## src/rtl/systolic_2x2_feeder.sv

```systemverilog
// Job controller for a 2x2 systolic array: latches A/B, feeds skewed operands,
// drives enable/clear, and holds the captured C matrix until it is consumed.
module systolic_2x2_feeder #(
  parameter int unsigned data_width   = 8,
  parameter int unsigned acc_width    = 2 * data_width,
  parameter int unsigned DRAIN_CYCLES = 2
) (
  input  logic                      clk,
  input  logic                      rst,
  input  logic                      in_valid,
  output logic                      in_ready,
  input  logic [4*data_width-1:0]   a_mat,
  input  logic [4*data_width-1:0]   b_mat,
  output logic                      arr_clr,
  output logic                      arr_en,
  output logic [data_width-1:0]     arr_a0,
  output logic [data_width-1:0]     arr_a1,
  output logic [data_width-1:0]     arr_b0,
  output logic [data_width-1:0]     arr_b1,
  input  logic [acc_width-1:0]      arr_c00,
  input  logic [acc_width-1:0]      arr_c01,
  input  logic [acc_width-1:0]      arr_c10,
  input  logic [acc_width-1:0]      arr_c11,
  output logic                      res_valid,
  input  logic                      res_ready,
  output logic [4*acc_width-1:0]    c_mat,
  output logic                      busy
);

  localparam int unsigned DW     = data_width;
  localparam int unsigned CntMax = (DRAIN_CYCLES > 3) ? DRAIN_CYCLES : 3;
  localparam int unsigned CntW   = $clog2(CntMax);

  typedef enum logic [2:0] {
    S_IDLE,
    S_CLEAR,
    S_FEED,
    S_DRAIN,
    S_DONE
  } state_e;

  state_e                 state_q, state_d;
  logic [CntW-1:0]        cnt_q, cnt_d;
  logic [4*DW-1:0]        a_q, a_d, b_q, b_d;
  logic [4*acc_width-1:0] c_q, c_d;
  logic                   res_valid_q, res_valid_d;
  logic                   in_ready_q, in_ready_d;
  logic                   arr_clr_q, arr_clr_d;
  logic                   arr_en_q, arr_en_d;
  logic                   busy_q, busy_d;
  logic [DW-1:0]          a0_q, a0_d, a1_q, a1_d, b0_q, b0_d, b1_q, b1_d;

  // Next-state, datapath captures and next values of the registered outputs
  always_comb begin
    state_d     = state_q;
    cnt_d       = cnt_q;
    a_d         = a_q;
    b_d         = b_q;
    c_d         = c_q;
    res_valid_d = res_valid_q;
    a0_d        = '0;
    a1_d        = '0;
    b0_d        = '0;
    b1_d        = '0;

    case (state_q)
      S_IDLE: begin
        if (in_valid && in_ready_q) begin
          state_d = S_CLEAR;
          a_d     = a_mat;
          b_d     = b_mat;
        end
      end
      S_CLEAR: begin
        state_d = S_FEED;
        cnt_d   = CntW'(2);
      end
      S_FEED: begin
        if (cnt_q == '0) begin
          state_d = S_DRAIN;
          cnt_d   = CntW'(DRAIN_CYCLES - 1);
        end else begin
          cnt_d = cnt_q - CntW'(1);
        end
      end
      S_DRAIN: begin
        if (cnt_q == '0) begin
          state_d     = S_DONE;
          c_d         = {arr_c11, arr_c10, arr_c01, arr_c00};
          res_valid_d = 1'b1;
        end else begin
          cnt_d = cnt_q - CntW'(1);
        end
      end
      S_DONE: begin
        if (res_ready) begin
          state_d     = S_IDLE;
          res_valid_d = 1'b0;
        end
      end
      default: state_d = S_IDLE;
    endcase

    // Feed slot = 2 - cnt; operands are staged one cycle ahead of the array
    if (state_d == S_FEED) begin
      case (cnt_d)
        CntW'(2): begin
          a0_d = a_d[0*DW +: DW];
          b0_d = b_d[0*DW +: DW];
        end
        CntW'(1): begin
          a0_d = a_d[1*DW +: DW];
          a1_d = a_d[2*DW +: DW];
          b0_d = b_d[2*DW +: DW];
          b1_d = b_d[1*DW +: DW];
        end
        CntW'(0): begin
          a1_d = a_d[3*DW +: DW];
          b1_d = b_d[3*DW +: DW];
        end
        default: ;
      endcase
    end

    in_ready_d = (state_d == S_IDLE);
    arr_clr_d  = (state_d == S_CLEAR);
    arr_en_d   = (state_d == S_FEED) || (state_d == S_DRAIN);
    busy_d     = (state_d != S_IDLE);
  end

  always_ff @(posedge clk or negedge rst) begin
    if (!rst) begin
      state_q     <= S_IDLE;
      cnt_q       <= '0;
      a_q         <= '0;
      b_q         <= '0;
      c_q         <= '0;
      res_valid_q <= 1'b0;
      in_ready_q  <= 1'b0;
      arr_clr_q   <= 1'b0;
      arr_en_q    <= 1'b0;
      busy_q      <= 1'b0;
      a0_q        <= '0;
      a1_q        <= '0;
      b0_q        <= '0;
      b1_q        <= '0;
    end else begin
      state_q     <= state_d;
      cnt_q       <= cnt_d;
      a_q         <= a_d;
      b_q         <= b_d;
      c_q         <= c_d;
      res_valid_q <= res_valid_d;
      in_ready_q  <= in_ready_d;
      arr_clr_q   <= arr_clr_d;
      arr_en_q    <= arr_en_d;
      busy_q      <= busy_d;
      a0_q        <= a0_d;
      a1_q        <= a1_d;
      b0_q        <= b0_d;
      b1_q        <= b1_d;
    end
  end

  assign in_ready  = in_ready_q;
  assign arr_clr   = arr_clr_q;
  assign arr_en    = arr_en_q;
  assign arr_a0    = a0_q;
  assign arr_a1    = a1_q;
  assign arr_b0    = b0_q;
  assign arr_b1    = b1_q;
  assign res_valid = res_valid_q;
  assign c_mat     = c_q;
  assign busy      = busy_q;

endmodule
```

## config.mk

```make
export PLATFORM = sky130hd
export DESIGN_NAME = systolic_2x2_feeder
export DESIGN_NICKNAME = d
export VERILOG_FILES = /design/src/rtl/systolic_2x2_feeder.sv
export SDC_FILE = /design/constraint.sdc
export NUM_CORES = 1
export LEC_CHECK = 0
export CORE_ASPECT_RATIO = 2
export CORE_MARGIN = 4
export CORE_UTILIZATION = 25
export DETAILED_ROUTE_END_ITERATION = 8
export PLACE_DENSITY = 0.58
export SYNTH_ARGS = -nofsm -noshare
export SYNTH_HDL_FRONTEND = slang
export SYNTH_SLANG_ARGS = --single-unit
```

## constraint.sdc

```tcl
create_clock -name clk -period 4.4 [get_ports clk]
set_input_delay 0.88 -clock clk [delete_from_list [all_inputs] [get_ports clk]]
set_output_delay 0.88 -clock clk [all_outputs]
set_load 0.01 [all_outputs]
```

[Word-level counts from Yosys, hierarchy flattened]
Cells that the tools add are included.
Storage, ports and cells
  flip-flop bits (word level): 170
  bits of input ports: 132
  output and inout port bits: 101
  word-level logic and storage cells: 59
Cells by class
  add/sub/neg operators: 1
  equal/unequal tests: 11
  mux-type cells: 23
  reductions and logical operators: 10
Operators with widths (number)
  $mux W32: 4
  $pmux W8 S2: 4
  $mux W8: 4
  $pmux W3 S5: 1
  $eq A3 B2 Y1 const B: 4
  $mux W3: 4
  $eq A3 B1 Y1 const B: 2
  $logic_not A3 Y1: 2
  $pmux W2 S3: 1
  $logic_not A2 Y1: 2
  $mux W2: 2
  $ne A2 B2 Y1 const B: 2
  $eq A3 B3 Y1 const B: 1
  $reduce_and A3 Y1: 1
  $reduce_bool A3 Y1: 1
  $eq A2 B1 Y1 const B: 1
  $eq A2 B2 Y1 const B: 1
  $mux W1: 2
  $pmux W1 S2: 1
  $reduce_and A2 Y1: 1
  $reduce_bool A2 Y1: 1
  $sub A2 B1 Y2 const B: 1
  $logic_and A1 B1 Y1: 1
  $logic_or A1 B1 Y1: 1

[Longest topological paths before layout]
Gate-level depths: netlist of the first run.
  depth in word-level cells: 6
  depth in mapped cells: 9
  depth with buffers taken out: 7

[Worst setup path before layout of the first run]
No wires, ideal clock.
  path kind: register -> register
  start point: reg state_q[2]
  end point: reg b1_q[0], in the netlist arr_b1[0]
  setup time: 125 ps
  data arrival time: 2289 ps
  data required time: 4275 ps
  path slack: 1985 ps
  cell stages (with the launch flop): 10
  buffers on the path: 3
  period minus slack after synthesis: 2415 ps
  cells stage by stage: dfrtp_1 > buf_1 > nand2_1 > o221ai_1 > ha_1 > clkbuf_1 > clkbuf_1 > a22o_1 > nor3_1 > a2111oi_0
On the way
  cells in the longest elaborated chain, start to end: 5
  elaborated cells between the ends (all ways): 17
  classes of those cells: eq/ne: 6; mux: 9; reduce/logical: 2
RTL lines
  from (decl): RTL line 42  | state_e state_q, state_d;
  from (signal assigned): RTL line 148  | state_q <= state_d;
  $eq A3 B2 Y1 / $eq A3 B1 Y1 (equally long branches): RTL line 66  | case (state_q)
  $pmux W2 S3 (*): RTL line 66
  named net cnt_d[0]: RTL line 43  | logic [CntW-1:0] cnt_q, cnt_d;
  $eq A2 B1 Y1 / $logic_not A2 Y1 (equally long branches): RTL line 106  | case (cnt_d)
  $pmux W8 S2 (*): RTL line 106
  $mux W8 (*): RTL line 105  | if (state_d == S_FEED) begin
  named net b1_d[0]: RTL line 51  | logic [DW-1:0] a0_q, a0_d, a1_q, a1_d, b0_q, b0_d, b1_q, b1_d;
  to (signal assigned): RTL line 146  | b1_q <= '0;
  to (signal assigned): RTL line 161  | b1_q <= b1_d;
  to (decl): RTL line 51
The timed path passes the listed nets; every way through them passes the cells marked *.
A chain may end at the register's enable or synchronous reset.

[Worst setup path in the final report of the first run]
  start point: reg state_q[2]
  end point: reg a1_q[2], in the netlist arr_a1[2]
On the way
  cells in the longest elaborated chain, start to end: 5
  elaborated cells between the ends (all ways): 17
  classes of those cells: eq/ne: 6; mux: 9; reduce/logical: 2
RTL lines
  $eq A3 B2 Y1 / $eq A3 B1 Y1 (equally long branches): RTL line 66
  $pmux W2 S3 (*): RTL line 66
  named net cnt_d[0]: RTL line 43
  $eq A2 B1 Y1 / $logic_not A2 Y1 (equally long branches): RTL line 106
  $pmux W8 S2 (*): RTL line 106
  $mux W8 (*): RTL line 105
  named net a1_d[2]: RTL line 51
  to (signal assigned): RTL line 144  | a1_q <= '0;
  to (signal assigned): RTL line 159  | a1_q <= a1_d;
  to (decl): RTL line 51
Marks and branches as above.

==> out/metrics.cfg, run 1 <==
[worst_setup_path]
reg2reg_to=arr_a1[2]$_DFF_PN0_
slowest_stage=ha_2
crit_path_frequent_cell=buf_4
cp_slowest_stage_delay_ns=0.75
cp_data_required_time_ns=4.71
rrSetupSlack_ns=1.14
critPathMaxFanout=37
cp-startpoint=state_q[2]$_DFF_PN0_
endpoint_kind=register
start_kind=register
r2r_start=state_q[2]$_DFF_PN0_
worstPathArrival_ns=3.57
path_cells=buf_4 -> nand2_1 -> o221ai_1 -> ha_2 -> buf_4 -> a22o_1 -> nor3_1 -> a2111oi_2
worstSetupPathType=reg2reg
reg2reg_depth=8

[routing]
avgViaCountPerCell=4.72
first_iter_violations=213
routedWlPerCell_um=20.6
dr_total_vias=5202
drcViolationCount=0
wl_um=22700
ant_nets=0
drt-pass1-iter-count=4

[timing]
tightest_slew_ns=0.773
maxSlewViolCount=0
hold_viol=0
timing.final.ws_setup_ns=1.14
slew_headroom_pct=48.5
finalSetupTns_ns=0
rsz0062_at_grt=false
fin_crit_sh_pct=74.0
fmax_ghz=0.307
period_minus_slack_ns=3.26
finalSetupViolations=0
whs_ns=0.429
finClkSkew_ns=0.00853

[cts]
cts_inserted_buffers=17
postCtsSetupBuffers=0
clk_pin_slew_ns=0.07
cts_tree=yes
clk_latency_ns=0.44
cts_hold_buffers=0
h-tree-depth=4
clockBufferDepth=2
cts_resized=0
clock_sinks=170
root_buffer=clkbuf_16

[synthesis]
syn_area_um2=7350
synth_ff_type=dfrtp_1
synth_warnings=0
synthTopCellsByArea=dfrtp_1 (58%), mux2_2 (12%), mux2_1 (7.5%)
syn_inst=509
avgSynthCellArea_um2=14.4
ys_async_sr_fraction_pct=100
ys_types=37
synth_edf_count=0
synth_top_area_share_pct=57.9
synth_seq_cells=170
synth_nets=644
synth_area_leader_cell=dfrtp_1
ys_seq_area_share_pct=57.9

[final_layout]
final_util_pct=36.4
nets=863
instances_no_fill=1103
area_delta_synth_final_pct=43.5
finish.instance_area_um2=10500
drive_above_1_share_pct=20.9

[pwr]
vdd_drop_max_mv=0.381
finalPower_mw=7.87
powerDensity_nw_per_um2=747
power_leakage_nw=4.15

[grt]
antenna_found_initial=2
grt-ovfl-total=0
grt_pass1_vias=5635
grtUsageTotal_pct=14.2
grt_max_degree=77
grt_pass1_wl_um=34100

[die]
dieArea_um2=32400
die_width_um=129
die_h_um=250
ios=233
rows=88
start_util_pct=25.4
coreArea_um2=29000

[place]
dp_cells=1069
hpwl_um=16200
portBuffers=232
pre_cts_ws_ns=1.12
routabilityCongestion=0.786
placedInstanceArea_um2=9960

[run_status]
status=finished clean

[hold_path]
hold_class=in2async

[run]
cap_violations=0

[synthesized netlist by cell type, types with 4 or more instances]
master / count
a2111oi_0: 5
a2111oi_2: 24
a22o_1: 32
a22oi_1: 32
buf_1: 5
buf_12: 5
buf_2: 6
clkbuf_1: 26
dfrtp_1: 170
mux2_1: 49
mux2_2: 79
nor3_1: 32
o21ai_0: 4
[sequential cells by signal, indices dropped and copies added (netlist names)]
register   cells
c_mat         64
a_q           32
b_q           32
arr_a0         8
arr_a1         8
arr_b0         8
arr_b1         8
state_q        3
cnt_q          2
arr_clr        1
arr_en         1
busy           1
in_ready       1
res_valid      1
[worst max-delay path: cells and delay by family, from the launching register on]
| family | cells | cell delay [ns] |
|---|---|---|
| DFF | 1 | 0.73 |
| buffers and inverters | 2 | 0.77 |
| and+or+nand+nor | 2 | 0.15 |
| AOI/OAI and AO/OA | 3 | 0.70 |
| adders and majority gates | 1 | 0.75 |
[cell type report]
cell class                      count  area (um2)
Sequential cell                   170        4250
Tap cell                          360         450
Clock inverter                     11         110
Multi-Input combinational cell    290        2790
Fill cell                        2814       18400
Clock buffer                       21         460
Inverter                            3        12.5
Antenna cell                        2        5.00
Timing Repair Buffer              246        2450
[power breakdown]
| part | internal [mW] | switching [mW] |
|---|---|---|
| combinational | 1.91 | 1.80 |
| sequential | 2.29 | 0.386 |
| clock | 0.817 | 0.665 |
| total | 5.02 | 2.85 |
[metal layers]
layer	part of all wire (%)	vias up	GRT usage, %
met2	55	131	25.3
met5	0.057	-	0
met3	4.1	39	3.31
met1	37	2649	15.7
li1	-	2381	-
met4	3.3	2	6.37
[how the worst max path moves through the flow]
stage                          end  cells after the start
2_1_floorplan  arr_b1[0]$_DFF_PN0_                      9
4_1_cts        arr_b0[5]$_DFF_PN0_                      8
3_5_place_dp   arr_b0[5]$_DFF_PN0_                      8
3_3_place_gp   arr_b0[6]$_DFF_PN0_                      8
5_1_grt        arr_a1[0]$_DFF_PN0_                      8
6_report       arr_a1[2]$_DFF_PN0_                      8
[layout by cell type (no fill, tap or decap), types with 2 or more instances in the layout]
cell type,netlist,routed
inv_6,0,4
clkinv_4,0,2
a2111oi_1,3,3
a31oi_1,2,2
nand2b_1,3,3
nand2_1,3,3
nor2_1,3,3
buf_12,5,2
clkdlybuf4s50_1,0,231
diode_2,0,2
clkbuf_16,0,17
a2111oi_2,24,24
mux2_1,49,49
nor3_1,32,32
dfrtp_1,170,170
a2111oi_0,5,5
clkinv_2,0,2
clkinvlp_4,0,3
nand3_1,3,3
buf_4,1,12
clkbuf_8,0,2
clkbuf_1,26,2
a22o_1,32,32
mux2_2,79,79
o21ai_0,4,4
ha_1,3,2
a22oi_1,32,32
[cell families after synthesis]
logic type      Yosys count  share of synthesized area [%]
simple gates             49                           3.49
buf+inv                  49                           4.12
compound gates          108                           14.1
fa+ha+maj                 3                          0.511
flops                   170                           57.9
mux                     129                           19.8
xor+xnor                  1                          0.119
Note: power is estimated with default switching activity, not from simulation.
==> run 2: changes to the inputs <==
- clock period: 4.4 -> 3.3 ns (I/O delays scaled with it)
==> run 2 against run 1 <==
Via count up 0.62%. Fmax increased by 26%. Register-to-register slack lost 0.43 ns. Critical path type unchanged. Largest cell class unchanged. Highest routed layer is now met4.
==> out/metrics.cfg, run 2 (synthesis gave the netlist of run 1 again) <==
[run]
cap_violations=0

[cts]
h-tree-depth=4
clk_latency_ns=0.44
clock_sinks=170
cts_resized=0
cts_tree=yes
postCtsSetupBuffers=0
cts_inserted_buffers=17
cts_hold_buffers=0
root_buffer=clkbuf_16
clk_pin_slew_ns=0.07
clockBufferDepth=2

[routing]
avgViaCountPerCell=4.73
dr_total_vias=5234
ant_nets=0
drt-pass1-iter-count=5
wl_um=22700
first_iter_violations=275
routedWlPerCell_um=20.5
drcViolationCount=0

[pwr]
powerDensity_nw_per_um2=1020
vdd_drop_max_mv=0.483
finalPower_mw=11.0
power_leakage_nw=4.25

[die]
coreArea_um2=29000
start_util_pct=25.4
die_h_um=250
rows=88
ios=233
die_width_um=129
dieArea_um2=32400

[timing]
fmax_ghz=0.386
finClkSkew_ns=0.00864
finalSetupViolations=0
rsz0062_at_grt=false
finalSetupTns_ns=0
period_minus_slack_ns=2.59
fin_crit_sh_pct=78.5
maxSlewViolCount=0
hold_viol=0
tightest_slew_ns=0.655
slew_headroom_pct=55.2

[place]
dp_cells=1074
routabilityCongestion=0.753
hpwl_um=16100
portBuffers=232

[grt]
grtUsageTotal_pct=14.4
grt-ovfl-total=0
antenna_found_initial=0
grt_pass1_wl_um=34700
grt_pass1_vias=5654
grt_max_degree=68

[final_layout]
nets=868
area_delta_synth_final_pct=46.0
largest_reg_flops=64
layout_commonest_cell=clkdlybuf4s50_1
instances_no_fill=1106
diodes=0
multiInputGateArea_um2=2790
fill_cells=2829
regArea_um2=4250
drive_above_1_share_pct=21.7
mostFrequentLayoutCells=clkdlybuf4s50_1 (231), dfrtp_1 (170), mux2_2 (79), mux2_1 (49)

[worst_setup_path]
critPathMaxFanout=24
worstPathArrival_ns=2.91
endpoint_kind=register
start_kind=register
worstSetupPathType=reg2reg
rrSetupSlack_ns=0.71
cp_data_required_time_ns=3.63

[hold_path]
hold_class=in2async

[run_status]
status=finished clean

[run 2: cell count changes in the layout (fill, tap and decap cells not counted)]
cell	delta
buf_12	+3
bufinv_16	+5
clkinvlp_4	-1
inv_6	-1
clkbuf_1	-2
clkinv_4	-1
buf_4	+2
diode_2	-2
[run 2: critical path, cell delays in order, from the launching register on]
cell	delay (ns)
dfrtp_1	0.51
or4b_2	0.72
or2_2	0.42
clkinv_2	0.11
buf_4	0.33
mux2_2	0.37
[run 2: path summary, 6_finish.rpt]
check | cells past startpoint | end | from
min reg2reg | 1 | b_q[26]$_DFF_PN0_ | b_q[26]$_DFF_PN0_
max in group asynchronous | 2 | c_mat[34]$_DFFE_PN0P_ | rst
max | 5 | b_q[31]$_DFF_PN0_ | state_q[0]$_DFF_PN0_
max reg2reg | 5 | b_q[31]$_DFF_PN0_ | state_q[0]$_DFF_PN0_
min | 1 | arr_a1[0]$_DFF_PN0_ | rst
min in group clk | 1 | b_q[26]$_DFF_PN0_ | b_q[26]$_DFF_PN0_
[run 2: layout make-up]
type | count | area share, %
timing repair buffer | 251 | 23.6
inverter | 3 | 0.117
clock buffer | 19 | 4.22
clock inverter | 13 | 2.19
sequential | 170 | 39.7
multi-input combinational | 290 | 26.0
tap | 360 | 4.20
[run 2: metal layers]
metal / track usage [%] / vias up / part of all wire (%)
met4: 6.28 / 0 / 2.7
met1: 15.8 / 2675 / 37
met3: 2.60 / 32 / 3.8
met2: 26.3 / 145 / 57
li1: - / 2382 / -
met5: 0 / - / 0
[run 2: metrics by stage]
| step | hold WS (ns) | setup WS, ns | util, % | area (um2) |
|---|---|---|---|---|
| CTS | 0.241 | 0.686 | 37.0 | 10700 |
| detailed placement | 0.475 | 0.648 | 34.7 | 10000 |
| global route | 0.261 | 0.497 | 37.0 | 10700 |
| floorplan | 0.364 | 0.885 | - | 7350 |
| finish | 0.225 | 0.710 | 37.0 | 10700 |
| global placement | 0.464 | 0.620 | 34.7 | 10000 |
[run 2: report_power, final]
| part | total, mW | switching (mW) | internal (mW) | leakage [nW] |
|---|---|---|---|---|
| Sequential | 3.55 | 0.489 | 3.06 | 2.08 |
| Combinational | 5.06 | 2.43 | 2.63 | 1.84 |
| Clock | 2.35 | 0.880 | 1.47 | 0.331 |
| Total | 11.0 | 3.80 | 7.15 | 4.25 |
==> run 3: changes to the inputs <==
- PLACE_DENSITY: 0.58 -> 0.6
- clock period: 3.3 -> 2.1 ns (I/O delays scaled with it)
==> run 3 against run 2 <==
First-iteration DRC count decreased by 26%. Flip-flop and latch count unchanged. Cell count increased by 4.5%. Total power increased by 76%. Cell area increased by 10%. Setup slack got worse by 0.71 ns. Critical path depth increased by 3. Sequential power increased by 58%. Via count increased by 5.1%. Die area unchanged. Clock skew about the same.
==> out/metrics.cfg, run 3 (synthesis gave the netlist of run 1 again) <==
[run_status]
status=finished clean

[place]
dp_cells=1102
portBuffers=232
placedInstanceArea_um2=10400
hpwl_um=17000
routabilityCongestion=0.811
pre_cts_ws_ns=-0.224

[run]
cap_violations=0

[worst_setup_path]
cp_slowest_stage_delay_ns=0.42
worstSetupPathType=reg2reg
cp-startpoint=cnt_q[0]$_DFF_PN0_
worstPathArrival_ns=2.40
critPathMaxFanout=16
endpoint_kind=register
cp_data_required_time_ns=2.41
start_kind=register
slowest_stage=dfrtp_1
path_cells=buf_6 -> mux2i_4 -> o221a_4 -> ha_4 -> buf_12 -> a22o_1 -> nor3_1 -> a2111oi_1
r2r_start=cnt_q[0]$_DFF_PN0_

[final_layout]
final_util_pct=40.8
mostFrequentLayoutCells=clkdlybuf4s50_1 (231), dfrtp_1 (169), mux2_2 (69), mux2_4 (47)
regArea_um2=4260
fill_cells=2693
largest_reg_flops=64
layout_commonest_cell=clkdlybuf4s50_1
area_delta_synth_final_pct=60.9
drive_above_1_share_pct=34.2
multiInputGateArea_um2=3330
nets=915
finish.instance_area_um2=11800
instances_no_fill=1156

[grt]
grt_pass1_wl_um=35500
grt-busiest-layer=met2
grtUsageTotal_pct=14.6
grt-ovfl-total=0
grt_pass1_vias=5983
met1_usage_pct=14.7
grt_max_degree=55
use_met2_pct=27.2
grt_use_met3_pct=3.14
antenna_found_initial=3

[die]
rows=88
die_width_um=129
die_h_um=250
ios=233
coreArea_um2=29000
start_util_pct=25.4
dieArea_um2=32400

[timing]
slew_headroom_pct=67.2
fmax_ghz=0.477
maxSlewViolCount=0
timing.final.ws_setup_ns=0.00268
finalSetupTns_ns=0
finClkSkew_ns=0.00872
hold_viol=0
finalSetupViolations=0
period_minus_slack_ns=2.10
tightest_slew_ns=0.491
fin_crit_sh_pct=99.9
whs_ns=0.441
rsz0062_at_grt=true

[hold_path]
hold_class=in2async

[cts]
clock_sinks=170
clk_pin_slew_ns=0.07
clk_latency_ns=0.43
root_buffer=clkbuf_16
h-tree-depth=4
cts_tree=yes
clockBufferDepth=2
cts_inserted_buffers=17

[routing]
wl_um=24400
ant_nets=0
routedWlPerCell_um=21.1
avgViaCountPerCell=4.76
drcViolationCount=0
first_iter_violations=204
drt-pass1-iter-count=4
dr_total_vias=5503

[pwr]
power_leakage_nw=4.66
finalPower_mw=19.3
vdd_drop_max_mv=0.899
powerDensity_nw_per_um2=1630

[run 3: repair_timing]
action / in CTS / in global routing
pin swaps: 14 / 37
setup buffers: 0 / 8
gates resized for setup: 34 / 101
endpoints found under the hold margin: 27 / 0
endpoints found under the setup margin: 92 / 95
gates cloned: 1 / 9
hold buffers: 1 / 0
[run 3: critical path: cells and delay by family, from the launching register on]
family	cells	cell delay (ns)
buffers and inverters	2	0.31
flip-flops	1	0.42
multiplexers	1	0.21
AO/OA/AOI/OAI	3	0.78
adder cells (fa/ha/maj)	1	0.18
AND/OR/NAND/NOR	1	0.04
[run 3: path summary, 6_finish.rpt]
| path | endpoint | slack (ns) | cells after the start |
|---|---|---|---|
| worst max-delay path | arr_b0[7]$_DFF_PN0_ | 0.003 | 8 |
| worst min-delay path | arr_b1[2]$_DFF_PN0_ | 0.44 | 2 |
| worst max register to register | arr_b0[7]$_DFF_PN0_ | 0.003 | 8 |
| min in group clk | res_valid$_DFFE_PN0P_ | 0.48 | 1 |
| max in group asynchronous | a_q[8]$_DFF_PN0_ | 1.03 | 3 |
| worst min register to register | res_valid$_DFFE_PN0P_ | 0.48 | 1 |
[run 3: layout make-up]
class	instances	area share, %
multi-input cells	290	28.2
clock inverters	9	0.572
well taps	360	3.81
inverters	3	0.222
repair buffers	296	26.9
flip-flops and latches	170	36.0
repair inverters	2	0.191
diodes	3	0.0635
clock buffers	23	4.04
[run 3: power by group]
| group | internal [mW] | switching, mW | total, mW |
|---|---|---|---|
| Combinational | 5.97 | 4.73 | 10.7 |
| Sequential | 4.81 | 0.799 | 5.61 |
| Clock | 1.61 | 1.36 | 2.97 |
[run 3: per-layer routing]
layer	share of wire (%)	routed length [um]	vias to the layer above
met5	0	0	-
met3	4.0	966	42
met4	3.9	942	0
met2	58	14200	145
met1	34	8340	2834
li1	-	-	2482
